$ cat src/rtl/alu_mdu_pkg.sv
// Shared control codes for the execute-stage ALU / multiply-divide unit.
// Every block that decodes `op` imports this package so the codes are defined in one place.
package alu_mdu_pkg;

  localparam int OP_W = 5;

  localparam logic [OP_W-1:0] AND_CONTROL   = 5'd0;
  localparam logic [OP_W-1:0] OR_CONTROL    = 5'd1;
  localparam logic [OP_W-1:0] XOR_CONTROL   = 5'd2;
  localparam logic [OP_W-1:0] NOR_CONTROL   = 5'd3;
  localparam logic [OP_W-1:0] ADD_CONTROL   = 5'd4;
  localparam logic [OP_W-1:0] ADDU_CONTROL  = 5'd5;
  localparam logic [OP_W-1:0] SUB_CONTROL   = 5'd6;
  localparam logic [OP_W-1:0] SUBU_CONTROL  = 5'd7;
  localparam logic [OP_W-1:0] SLT_CONTROL   = 5'd8;
  localparam logic [OP_W-1:0] SLTU_CONTROL  = 5'd9;
  localparam logic [OP_W-1:0] SLL_CONTROL   = 5'd10;
  localparam logic [OP_W-1:0] SRL_CONTROL   = 5'd11;
  localparam logic [OP_W-1:0] SRA_CONTROL   = 5'd12;
  localparam logic [OP_W-1:0] SLLV_CONTROL  = 5'd13;
  localparam logic [OP_W-1:0] SRLV_CONTROL  = 5'd14;
  localparam logic [OP_W-1:0] SRAV_CONTROL  = 5'd15;
  localparam logic [OP_W-1:0] LUI_CONTROL   = 5'd16;
  localparam logic [OP_W-1:0] MFHI_CONTROL  = 5'd17;
  localparam logic [OP_W-1:0] MFLO_CONTROL  = 5'd18;
  localparam logic [OP_W-1:0] MTHI_CONTROL  = 5'd19;
  localparam logic [OP_W-1:0] MTLO_CONTROL  = 5'd20;
  localparam logic [OP_W-1:0] MULT_CONTROL  = 5'd21;
  localparam logic [OP_W-1:0] MULTU_CONTROL = 5'd22;
  localparam logic [OP_W-1:0] DIV_CONTROL   = 5'd23;
  localparam logic [OP_W-1:0] DIVU_CONTROL  = 5'd24;

  function automatic logic is_md_op(input logic [OP_W-1:0] op);
    return (op == MULT_CONTROL) || (op == MULTU_CONTROL) ||
           (op == DIV_CONTROL)  || (op == DIVU_CONTROL);
  endfunction

endpackage

$ cat src/rtl/alu_mdu_if.sv
// Operand/result bundle between the EX stage and the ALU/MDU.
// `master` is the pipeline side that drives operands, `slave` is the unit itself.
interface alu_mdu_if #(
  parameter int WIDTH = 32,
  parameter int SHW   = $clog2(WIDTH)
);
  logic             start;
  logic             cancel;
  logic [4:0]       op;
  logic [WIDTH-1:0] a;
  logic [WIDTH-1:0] b;
  logic [SHW-1:0]   sa;
  logic [WIDTH-1:0] res;
  logic             overflow;
  logic             zero;
  logic             busy;
  logic             done;
  logic [WIDTH-1:0] hi;
  logic [WIDTH-1:0] lo;

  modport master (
    output start, cancel, op, a, b, sa,
    input  res, overflow, zero, busy, done, hi, lo
  );

  modport slave (
    input  start, cancel, op, a, b, sa,
    output res, overflow, zero, busy, done, hi, lo
  );
endinterface

$ cat src/rtl/alu_md_core.sv
// Iterative radix-2 multiply / restoring divide engine with sign fix-up.
// Works on unsigned magnitudes; signs are reapplied in the FIX state.
module alu_md_core
  import alu_mdu_pkg::*;
#(
  parameter int WIDTH = 32
) (
  input  logic             clk,
  input  logic             rst,
  input  logic             start,
  input  logic             sgn,
  input  logic             is_div,
  input  logic             cancel,
  input  logic [WIDTH-1:0] a,
  input  logic [WIDTH-1:0] b,
  output logic             busy,
  output logic             done,
  output logic [WIDTH-1:0] hi_out,
  output logic [WIDTH-1:0] lo_out,
  output logic             wr_en
);

  localparam int CW = $clog2(WIDTH);

  typedef enum logic [1:0] {IDLE, RUN, FIX} md_state_e;

  md_state_e          state, state_next;
  logic [2*WIDTH-1:0] acc, acc_next, prod;
  logic [CW-1:0]      cnt;
  logic [WIDTH-1:0]   mb_q, mag_a, mag_b, quo, rem;
  logic [WIDTH:0]     mul_sum, div_diff;
  logic               neg_a_q, neg_b_q, div_q, dz_q, accept;

  assign accept = (state == IDLE) && start && !cancel;
  assign mag_a  = (sgn && a[WIDTH-1]) ? -a : a;
  assign mag_b  = (sgn && b[WIDTH-1]) ? -b : b;

  always_ff @(posedge clk or posedge rst) begin
    if (rst) state <= IDLE;
    else     state <= state_next;
  end

  always_comb begin
    state_next = state;
    busy       = (state != IDLE);
    wr_en      = 1'b0;
    case (state)
      IDLE: if (accept) state_next = RUN;
      RUN: begin
        if (cancel)          state_next = IDLE;
        else if (cnt == '0)  state_next = FIX;
      end
      FIX: begin
        state_next = IDLE;
        wr_en      = !cancel;
      end
      default: state_next = IDLE;
    endcase
  end

  // Both ops start with the A magnitude in the low half; B is the addend or divisor.
  always_ff @(posedge clk or posedge rst) begin
    if (rst) begin
      acc     <= '0;
      cnt     <= '0;
      mb_q    <= '0;
      neg_a_q <= 1'b0;
      neg_b_q <= 1'b0;
      div_q   <= 1'b0;
      dz_q    <= 1'b0;
      done    <= 1'b0;
    end else begin
      done <= (state == FIX) && !cancel;
      if (accept) begin
        acc     <= {{WIDTH{1'b0}}, mag_a};
        mb_q    <= mag_b;
        cnt     <= CW'(WIDTH - 1);
        neg_a_q <= sgn & a[WIDTH-1];
        neg_b_q <= sgn & b[WIDTH-1];
        div_q   <= is_div;
        dz_q    <= (b == '0);
      end else if (state == RUN) begin
        acc <= acc_next;
        cnt <= cnt - CW'(1);
      end
    end
  end

  always_comb begin
    mul_sum  = {1'b0, acc[2*WIDTH-1:WIDTH]} + (acc[0] ? {1'b0, mb_q} : '0);
    div_diff = acc[2*WIDTH-1:WIDTH-1] - {1'b0, mb_q};
    if (div_q)
      acc_next = div_diff[WIDTH] ? {acc[2*WIDTH-2:0], 1'b0}
                                 : {div_diff[WIDTH-1:0], acc[WIDTH-2:0], 1'b1};
    else
      acc_next = {mul_sum, acc[WIDTH-1:1]};

    prod = (neg_a_q ^ neg_b_q) ? -acc : acc;
    quo  = acc[WIDTH-1:0];
    rem  = acc[2*WIDTH-1:WIDTH];
    // Remainder follows the dividend sign, which also makes a divide by zero return A in HI.
    if (div_q) begin
      hi_out = neg_a_q ? -rem : rem;
      lo_out = dz_q ? '1 : ((neg_a_q ^ neg_b_q) ? -quo : quo);
    end else begin
      hi_out = prod[2*WIDTH-1:WIDTH];
      lo_out = prod[WIDTH-1:0];
    end
  end

endmodule

$ cat src/rtl/alu_mdu.sv
// Execute-stage ALU: single-cycle combinational ops plus HI/LO registers
// fed by the iterative multiply/divide core and by MTHI/MTLO.
module alu_mdu
  import alu_mdu_pkg::*;
#(
  parameter int WIDTH = 32,
  parameter int SHW   = $clog2(WIDTH)
) (
  input logic       clk,
  input logic       rst,
  alu_mdu_if.slave  bus
);

  logic [WIDTH-1:0] hi_q, lo_q, md_hi, md_lo, res_c, add_sum, sub_diff;
  logic             md_start, md_sgn, md_div, md_wr, md_busy, md_done, ov_c;

  assign md_start = bus.start && is_md_op(bus.op);
  assign md_sgn   = (bus.op == MULT_CONTROL) || (bus.op == DIV_CONTROL);
  assign md_div   = (bus.op == DIV_CONTROL)  || (bus.op == DIVU_CONTROL);

  alu_md_core #(.WIDTH(WIDTH)) u_core (
    .clk    (clk),
    .rst    (rst),
    .start  (md_start),
    .sgn    (md_sgn),
    .is_div (md_div),
    .cancel (bus.cancel),
    .a      (bus.a),
    .b      (bus.b),
    .busy   (md_busy),
    .done   (md_done),
    .hi_out (md_hi),
    .lo_out (md_lo),
    .wr_en  (md_wr)
  );

  // MT writes can only land while the core is idle, so they never collide with md_wr.
  always_ff @(posedge clk or posedge rst) begin
    if (rst) begin
      hi_q <= '0;
      lo_q <= '0;
    end else if (md_wr) begin
      hi_q <= md_hi;
      lo_q <= md_lo;
    end else if (bus.start && !md_busy && !bus.cancel) begin
      if (bus.op == MTHI_CONTROL) hi_q <= bus.a;
      if (bus.op == MTLO_CONTROL) lo_q <= bus.a;
    end
  end

  assign add_sum  = bus.a + bus.b;
  assign sub_diff = bus.a - bus.b;

  always_comb begin
    res_c = '0;
    ov_c  = 1'b0;
    case (bus.op)
      AND_CONTROL:  res_c = bus.a & bus.b;
      OR_CONTROL:   res_c = bus.a | bus.b;
      XOR_CONTROL:  res_c = bus.a ^ bus.b;
      NOR_CONTROL:  res_c = ~(bus.a | bus.b);
      ADD_CONTROL: begin
        res_c = add_sum;
        ov_c  = (bus.a[WIDTH-1] == bus.b[WIDTH-1]) && (add_sum[WIDTH-1] != bus.a[WIDTH-1]);
      end
      ADDU_CONTROL: res_c = add_sum;
      SUB_CONTROL: begin
        res_c = sub_diff;
        ov_c  = (bus.a[WIDTH-1] != bus.b[WIDTH-1]) && (sub_diff[WIDTH-1] != bus.a[WIDTH-1]);
      end
      SUBU_CONTROL: res_c = sub_diff;
      SLT_CONTROL:  res_c = {{(WIDTH-1){1'b0}}, ($signed(bus.a) < $signed(bus.b))};
      SLTU_CONTROL: res_c = {{(WIDTH-1){1'b0}}, (bus.a < bus.b)};
      SLL_CONTROL:  res_c = bus.b << bus.sa;
      SRL_CONTROL:  res_c = bus.b >> bus.sa;
      SRA_CONTROL:  res_c = $signed(bus.b) >>> bus.sa;
      SLLV_CONTROL: res_c = bus.b << bus.a[SHW-1:0];
      SRLV_CONTROL: res_c = bus.b >> bus.a[SHW-1:0];
      SRAV_CONTROL: res_c = $signed(bus.b) >>> bus.a[SHW-1:0];
      LUI_CONTROL:  res_c = {bus.b[WIDTH/2-1:0], {(WIDTH/2){1'b0}}};
      MFHI_CONTROL: res_c = hi_q;
      MFLO_CONTROL: res_c = lo_q;
      default:      res_c = '0;
    endcase
  end

  assign bus.res      = res_c;
  assign bus.overflow = ov_c;
  assign bus.zero     = (res_c == '0);
  assign bus.busy     = md_busy;
  assign bus.done     = md_done;
  assign bus.hi       = hi_q;
  assign bus.lo       = lo_q;

endmodule
$ cat src/flat_wrapper.sv
// flat-port wrapper written by rule: the top's interface ports become plain ports
module alu_mdu_flat import alu_mdu_pkg::*;
#(
  parameter int WIDTH = 32,
  parameter int SHW   = $clog2(WIDTH)
)
  (clk, rst, bus_start, bus_cancel, bus_op, bus_a, bus_b, bus_sa, bus_res, bus_overflow, bus_zero, bus_busy, bus_done, bus_hi, bus_lo);
  alu_mdu_if #(.WIDTH(WIDTH), .SHW(SHW)) bus_i ();
  input logic clk;
  input logic rst;
  input wire logic [$bits(bus_i.start)-1:0] bus_start;
  input wire logic [$bits(bus_i.cancel)-1:0] bus_cancel;
  input wire logic [$bits(bus_i.op)-1:0] bus_op;
  input wire logic [$bits(bus_i.a)-1:0] bus_a;
  input wire logic [$bits(bus_i.b)-1:0] bus_b;
  input wire logic [$bits(bus_i.sa)-1:0] bus_sa;
  output wire logic [$bits(bus_i.res)-1:0] bus_res;
  output wire logic [$bits(bus_i.overflow)-1:0] bus_overflow;
  output wire logic [$bits(bus_i.zero)-1:0] bus_zero;
  output wire logic [$bits(bus_i.busy)-1:0] bus_busy;
  output wire logic [$bits(bus_i.done)-1:0] bus_done;
  output wire logic [$bits(bus_i.hi)-1:0] bus_hi;
  output wire logic [$bits(bus_i.lo)-1:0] bus_lo;
  assign bus_i.start = bus_start;
  assign bus_i.cancel = bus_cancel;
  assign bus_i.op = bus_op;
  assign bus_i.a = bus_a;
  assign bus_i.b = bus_b;
  assign bus_i.sa = bus_sa;
  assign bus_res = bus_i.res;
  assign bus_overflow = bus_i.overflow;
  assign bus_zero = bus_i.zero;
  assign bus_busy = bus_i.busy;
  assign bus_done = bus_i.done;
  assign bus_hi = bus_i.hi;
  assign bus_lo = bus_i.lo;
  alu_mdu #(.WIDTH(WIDTH), .SHW(SHW)) u_core (.clk(clk), .rst(rst), .bus(bus_i));
endmodule
$ cat config.mk
export PLATFORM = sky130hd
export DESIGN_NAME = alu_mdu_flat
export DESIGN_NICKNAME = d
export VERILOG_FILES = /design/src/rtl/alu_mdu_pkg.sv /design/src/rtl/alu_mdu_if.sv /design/src/rtl/alu_md_core.sv /design/src/rtl/alu_mdu.sv /design/src/flat_wrapper.sv
export SDC_FILE = /design/constraint.sdc
export NUM_CORES = 1
export LEC_CHECK = 0
export CAP_MARGIN = 20
export CORE_AREA = 2 2 231 279
export CTS_BUF_LIST = sky130_fd_sc_hd__clkbuf_16
export DETAILED_ROUTE_END_ITERATION = 8
export DIE_AREA = 0 0 233 281
export PLACE_DENSITY_LB_ADDON = 0.15
export SYNTH_ARGS = -nofsm -noshare
export SYNTH_HDL_FRONTEND = slang
export SYNTH_SLANG_ARGS = --single-unit
$ cat constraint.sdc
create_clock -name clk -period 8.2 [get_ports clk]
set_input_delay 1.64 -clock clk [delete_from_list [all_inputs] [get_ports clk]]
set_output_delay 1.64 -clock clk [all_outputs]
set_load 0.05 [all_outputs]
== Yosys cells after proc, flatten, opt, wreduce, memory -nomap -nowiden ==
Cells that the tools add are included.

* Shift operators: 6
* Magnitude comparators: 2
* Equal/unequal tests: 32
* Multiplexer cells: 28
* $add $sub $neg: 10
* Bitwise gates (word level): 7
* Reduce and logical (&&, ||, !) cells: 32

{| class="wikitable"
|+ Operators with widths
! operator !! count
|-
| 32-bit one-hot mux with 17 select lines || 1
|-
| 32-bit 2-to-1 mux || 14
|-
| 64-bit 2-to-1 mux || 5
|-
| 32-bit negation || 4
|-
| 32-bit zero test || 2
|-
| 32-bit less-than comparator || 2
|-
| 64-bit negation || 1
|-
| 32-bit by 5-bit left shift with 32-bit output || 2
|-
| 32-bit by 5-bit right shift with 32-bit output || 2
|-
| 32-bit by 5-bit >>> shifter with 32-bit output || 2
|-
| 5-bit equality test (second input constant) || 9
|-
| 5-bit by 4-bit equality test with 1-bit output (second input constant) || 8
|-
| 32-bit by 32-bit adder with 33-bit output || 1
|-
| 33-bit by 32-bit subtractor with 33-bit output || 1
|-
| 32-bit adder || 1
|-
| 32-bit bitwise AND || 1
|-
| 32-bit inverter || 1
|-
| 32-bit OR || 1
|-
| 32-bit subtractor || 1
|-
| 32-bit XOR || 1
|-
| 5-bit by 3-bit equality test with 1-bit output (second input constant) || 4
|-
| 5-bit by 2-bit equality test with 1-bit output (second input constant) || 2
|-
| 1-bit logical AND || 10
|-
| 5-bit zero test || 2
|-
| 21 further kinds || 39
|}

* Flip-flop bits (word level): 172
* Logic and storage cells: 128
* Input port bits: 78
* Output and inout bits: 100

== Depth between registers and ports, before layout ==
* Depth in word-level cells: 9
* Gate-level depth with buffers: 18
* Depth with buffers taken out: 16

== Modules after synthesis ==
Synthesis repeated with hierarchy kept, for this count alone.

* Cell total of the unflattened synthesis: 3953
* Area total of the unflattened synthesis: 27849.2 um^2

{| class="wikitable"
|+ Modules (own cells, without submodules)
! module !! cells each !! instances !! area each (um^2) !! seq. area each (um^2)
|-
| alu_mdu || 2428 || 1 || 16419.5 || 1601.5
|-
| alu_md_core || 1525 || 1 || 11429.7 || 2702.6
|}

== Worst setup path before layout ==
Ideal clock, no wire load.

* Path type: input -> output
* Start point: input port bus_b[5]
* End point: output port bus_zero
* Path buffers: 1
* Setup slack: -440 ps
* Cell stages on the path: 15
* Data arrival time: 7000 ps
* Cell sequence: clkbuf_1 > inv_1 > ha_1 > nor3b_1 > or4_1 > a211oi_1 > nor2_1 > xnor2_1 > a221oi_1 > o221a_2 > o2111ai_1 > or4_1 > nor4_1 > nand4b_1 > nor4bb_1

* Elaborated cells on any way between the ends: 16

{| class="wikitable"
|+ RTL lines
! item !! line !! text
|-
| from (decl) || flat_wrapper.sv:15 || <nowiki>input wire logic [$bits(bus_i.b)-1:0] bus_b;</nowiki>
|-
| 32-bit subtractor, or another cell as far along || alu_mdu.sv:52 || <nowiki>assign sub_diff = bus.a - bus.b;</nowiki>
|-
| 32-bit one-hot mux with 17 select lines * || alu_mdu.sv:57 || <nowiki>case (bus.op)</nowiki>
|-
| net bus_res[12] || flat_wrapper.sv:17 || <nowiki>output wire logic [$bits(bus_i.res)-1:0] bus_res;</nowiki>
|-
| 32-bit zero test * || alu_mdu.sv:89 || <nowiki>assign bus.zero = (res_c == '0);</nowiki>
|-
| to (decl) || flat_wrapper.sv:19 || <nowiki>output wire logic [$bits(bus_i.zero)-1:0] bus_zero;</nowiki>
|}

Mark *: on every way through the listed nets, which the timed path passes. The rest lies on a longest branch.

== Final worst setup path ==
* Start point: input port bus_op[3]
* End point: output port bus_zero

* Longest elaborated chain between the ends: 4
* Elaborated cells on any way between the ends: 23

{| class="wikitable"
|+ Ends and longest elaborated chain
! item !! line !! text
|-
| from (decl) || flat_wrapper.sv:13 || <nowiki>input wire logic [$bits(bus_i.op)-1:0] bus_op;</nowiki>
|-
| 5-bit by 3-bit equality test with 1-bit output || alu_mdu.sv:57 ||
|-
| 2-bit OR reduction (no source line) || n/a ||
|-
| 32-bit one-hot mux with 17 select lines * || alu_mdu.sv:57 ||
|-
| 32-bit zero test * || alu_mdu.sv:89 ||
|}

Mark *: on every way between the ends. The rest lies on a longest branch, timed or not.

==> metrics.txt <==
post-route antenna net violation count 0; floorplan row count 101; Vias approximately 36000; final hold viol count 0; critical-path cell with the highest stage delay clkdlybuf4s50_1; Synth Register Bits 172; final setup fails 0; crit path from bus_op[3]; fin area 35400 sq um; final wirelength about 170000 um; Slew Limit Fails 0; Vias/cell 6.97; fin util 56.3%; Global Route Usage Sum 50.7%; Synth warnings 0; most used cell, CP buf_4; initial antenna violation count 4; Max-cap violations 0; DR WL/cell 32.9 um; Leakage 0.0151 uW; number of I/O pins 178; Die Y 281 um; CP max FO 13; detailed-placement wirelength estimate roughly 130000 um; area leader, netlist dfrtp_1; drt pass-1 iters 6; Mapped Cells 3870; Final nets around 4600; DP Area about 34000 sq um; grt ovf 0; Worst setup SP type input pin; Post-synth EDFFs 0; clk slew on worst S/H paths roughly 80 ps; async set-reset flop share out of synthesis 100%; status finished, final reports clean; Post-synth top flop dfrtp_1; Die Area about 65000 sq um; layout cells sized above 1 19.3%; R2R setup slack 2740 ps; vias in the first global route roughly 33000; fmax 0.123 GHz; hold_buf cts 0; Worst Skew ~15 ps; core area 62800 sq um; Total Power 6750 uW; worst-skew pair later-pin latency approximately 470 ps; Synth Cell Area about 28000 sq um; Synth top area share between 15 and 20%; largest net degree at the start of global routing approximately 110; worst reg2reg path startpoint u_core.u_core.acc[31]$_DFFE_PP0P_; RR Endpoint u_core.u_core.acc[59]$_DFFE_PP0P_; period utilization 99.2%; drt drc 0; area delta synth->final 26.3%; CTS root buf clkbuf_16; Worst Tran Pin Value around 1300 ps; CP Buf/Inv Count 8; Netlist cell types roughly 110; Period minus WS final 8140 ps; dominant cells by area after synthesis dfrtp_1, ha_1, nand2_1; Buffers on Ports 177; Crit path largest cell delay 510 ps; WP data arrival 6500 ps; worst-path cell chain clkdlybuf4s50_1 -> buf_12 -> and3b_4 -> buf_4 -> nand3_2 -> nand2_1 -> buf_4 -> buf_4 -> a21oi_1 -> or2_4 -> o211ai_1 -> nand4_1 -> nor4_2 -> nand4bb_1 -> nor4_1 -> buf_4 -> nand4b_1 -> nor4bb_2 -> buf_4 -> buf_12; CTS buffer count 17; routability cong. about 1.1; Avg Synthesized Cell Area slightly above 7 sq um; CTS tree yes; Initial Utilization 44.6%; worst hold path type flop to flop; Synth Net Count ~4100; total power divided by cell area between 150 and 200 nW/um^2; Max clock buf depth 2; die width approximately 230 um; Hold WS 493 ps; critical path capture point type primary output; global-route wire length before repair 239000 um; # clock sinks 172; H-tree depth 4; starting DRC count in detailed routing 5499; CP Depth 20; most frequent cells in the layout buf_4, nand2_1, o21ai_0, nor2_1, a21oi_1; Crit path max-delay family simple AND/OR/NAND/NOR gates; most common cell after layout, fill and taps aside buf_4; Slew HR 9.03%; FF-to-FF path depth 16; Peak VDD IR 0.000254 V; kind of critical path input pin to primary output; Worst EP required 6560 ps; crit path to bus_zero; sequential cell area fraction in the yosys report 15.4%
state kept, by name (all words and copies together) (netlist names):
| register | flops |
|---|---|
| u_core.bus.hi | 32 |
| u_core.bus.lo | 32 |
| u_core.u_core.acc | 64 |
| u_core.u_core.cnt | 5 |
| u_core.u_core.div_q | 1 |
| u_core.u_core.done | 1 |
| u_core.u_core.dz_q | 1 |
| u_core.u_core.mb_q | 32 |
| u_core.u_core.neg_a_q | 1 |
| u_core.u_core.neg_b_q | 1 |
| u_core.u_core.state | 2 |
power breakdown:
part           switching (uW)  internal, uW  total (uW)
combinational            2580          1740        4320
sequential                479          1070        1550
clock                     435           447         882
total                    3500          3260        6750
synth_stat cells, types with 97 or more instances:
| master | number |
|---|---|
| mux2i_1 | 117 |
| a21oi_1 | 235 |
| inv_1 | 153 |
| a211oi_1 | 117 |
| nand2_1 | 442 |
| o211ai_1 | 97 |
| clkbuf_1 | 212 |
| xnor2_1 | 147 |
| nor2_1 | 264 |
| nand3_1 | 98 |
| nor3_1 | 111 |
| dfrtp_1 | 172 |
| o21ai_0 | 291 |
| ha_1 | 176 |
metrics by stage:
stage / setup slack, ps / TNS, ps / std cells
after global routing: -10.1 / -10.1 / 5184
after detailed placement: -128 / -128 / 5133
after CTS: 14.9 / 0 / 5168
after floorplan: 67.3 / 0 / 3870
final: 65.0 / 0 / 5188
after global placement: -240 / -240 / 5132
how the worst min path moves through the flow:
stage | startpoint | end | slack, ps | cells after the start
floorplan | u_core.u_core.mb_q[10]$_DFFE_PP0P_ | u_core.u_core.mb_q[10]$_DFFE_PP0P_ | 450 | 2
global placement | u_core.u_core.mb_q[11]$_DFFE_PP0P_ | u_core.u_core.mb_q[11]$_DFFE_PP0P_ | 460 | 2
detailed placement | u_core.u_core.mb_q[10]$_DFFE_PP0P_ | u_core.u_core.mb_q[10]$_DFFE_PP0P_ | 470 | 2
CTS | u_core.u_core.mb_q[10]$_DFFE_PP0P_ | u_core.u_core.mb_q[10]$_DFFE_PP0P_ | 490 | 2
global route | u_core.u_core.mb_q[26]$_DFFE_PP0P_ | u_core.u_core.mb_q[26]$_DFFE_PP0P_ | 520 | 2
finish | u_core.u_core.mb_q[10]$_DFFE_PP0P_ | u_core.u_core.mb_q[10]$_DFFE_PP0P_ | 490 | 2
cells by family (layout without fill, tap and decap cells):
kind of cell,after synthesis,count (layout),synth area share (%)
multiplexers,160,160,6.91
other,0,4,0
buffers and inverters,468,956,6.93
AND/OR/NAND/NOR,1311,1313,22.7
adder cells (fa/ha/maj),180,180,8.15
XOR/XNOR,206,206,6.44
flip-flops,172,172,15.4
AO/OA/AOI/OAI,1373,1373,33.5
what timing repair did:
action                     4_1_cts  5_1_grt
cloned                           0        3
setup endpoints to repair        1        1
pin swaps                        3       20
buffers inserted                 3        9
gates resized for setup          7       89
per-layer routing:
metal | wire (um) | global-route usage, % | vias to the layer above | share of wire [%]
met1 | 61800 | 62.1 | 17100 | 36
li1 | - | - | 15500 | -
met2 | 70600 | 75.8 | 2757 | 41
met3 | 19900 | 11.7 | 793 | 12
met4 | 18400 | 41.1 | 2 | 11
met5 | 12 | 0 | - | 0.0070
worst reg2reg max path, delay by kind of cell, from the launching register on:
family	cells	cell delay (ps)
AND/OR/NAND/NOR	3	740
AO/OA/AOI/OAI	7	2160
adder cells (fa/ha/maj)	2	690
flip-flops	1	450
multiplexers	1	410
buffers and inverters	3	900
cell type report:
class	count	area, sq um
Sequential cell	172	4310
Clock inverter	15	210
Antenna cell	4	10.0
Tap cell	824	1030
Clock buffer	17	425
Inverter	155	589
Multi-Input combinational cell	3232	22200
Fill cell	6082	27400
Timing Repair Buffer	769	6580
Power figures use the tool's default switching activity.
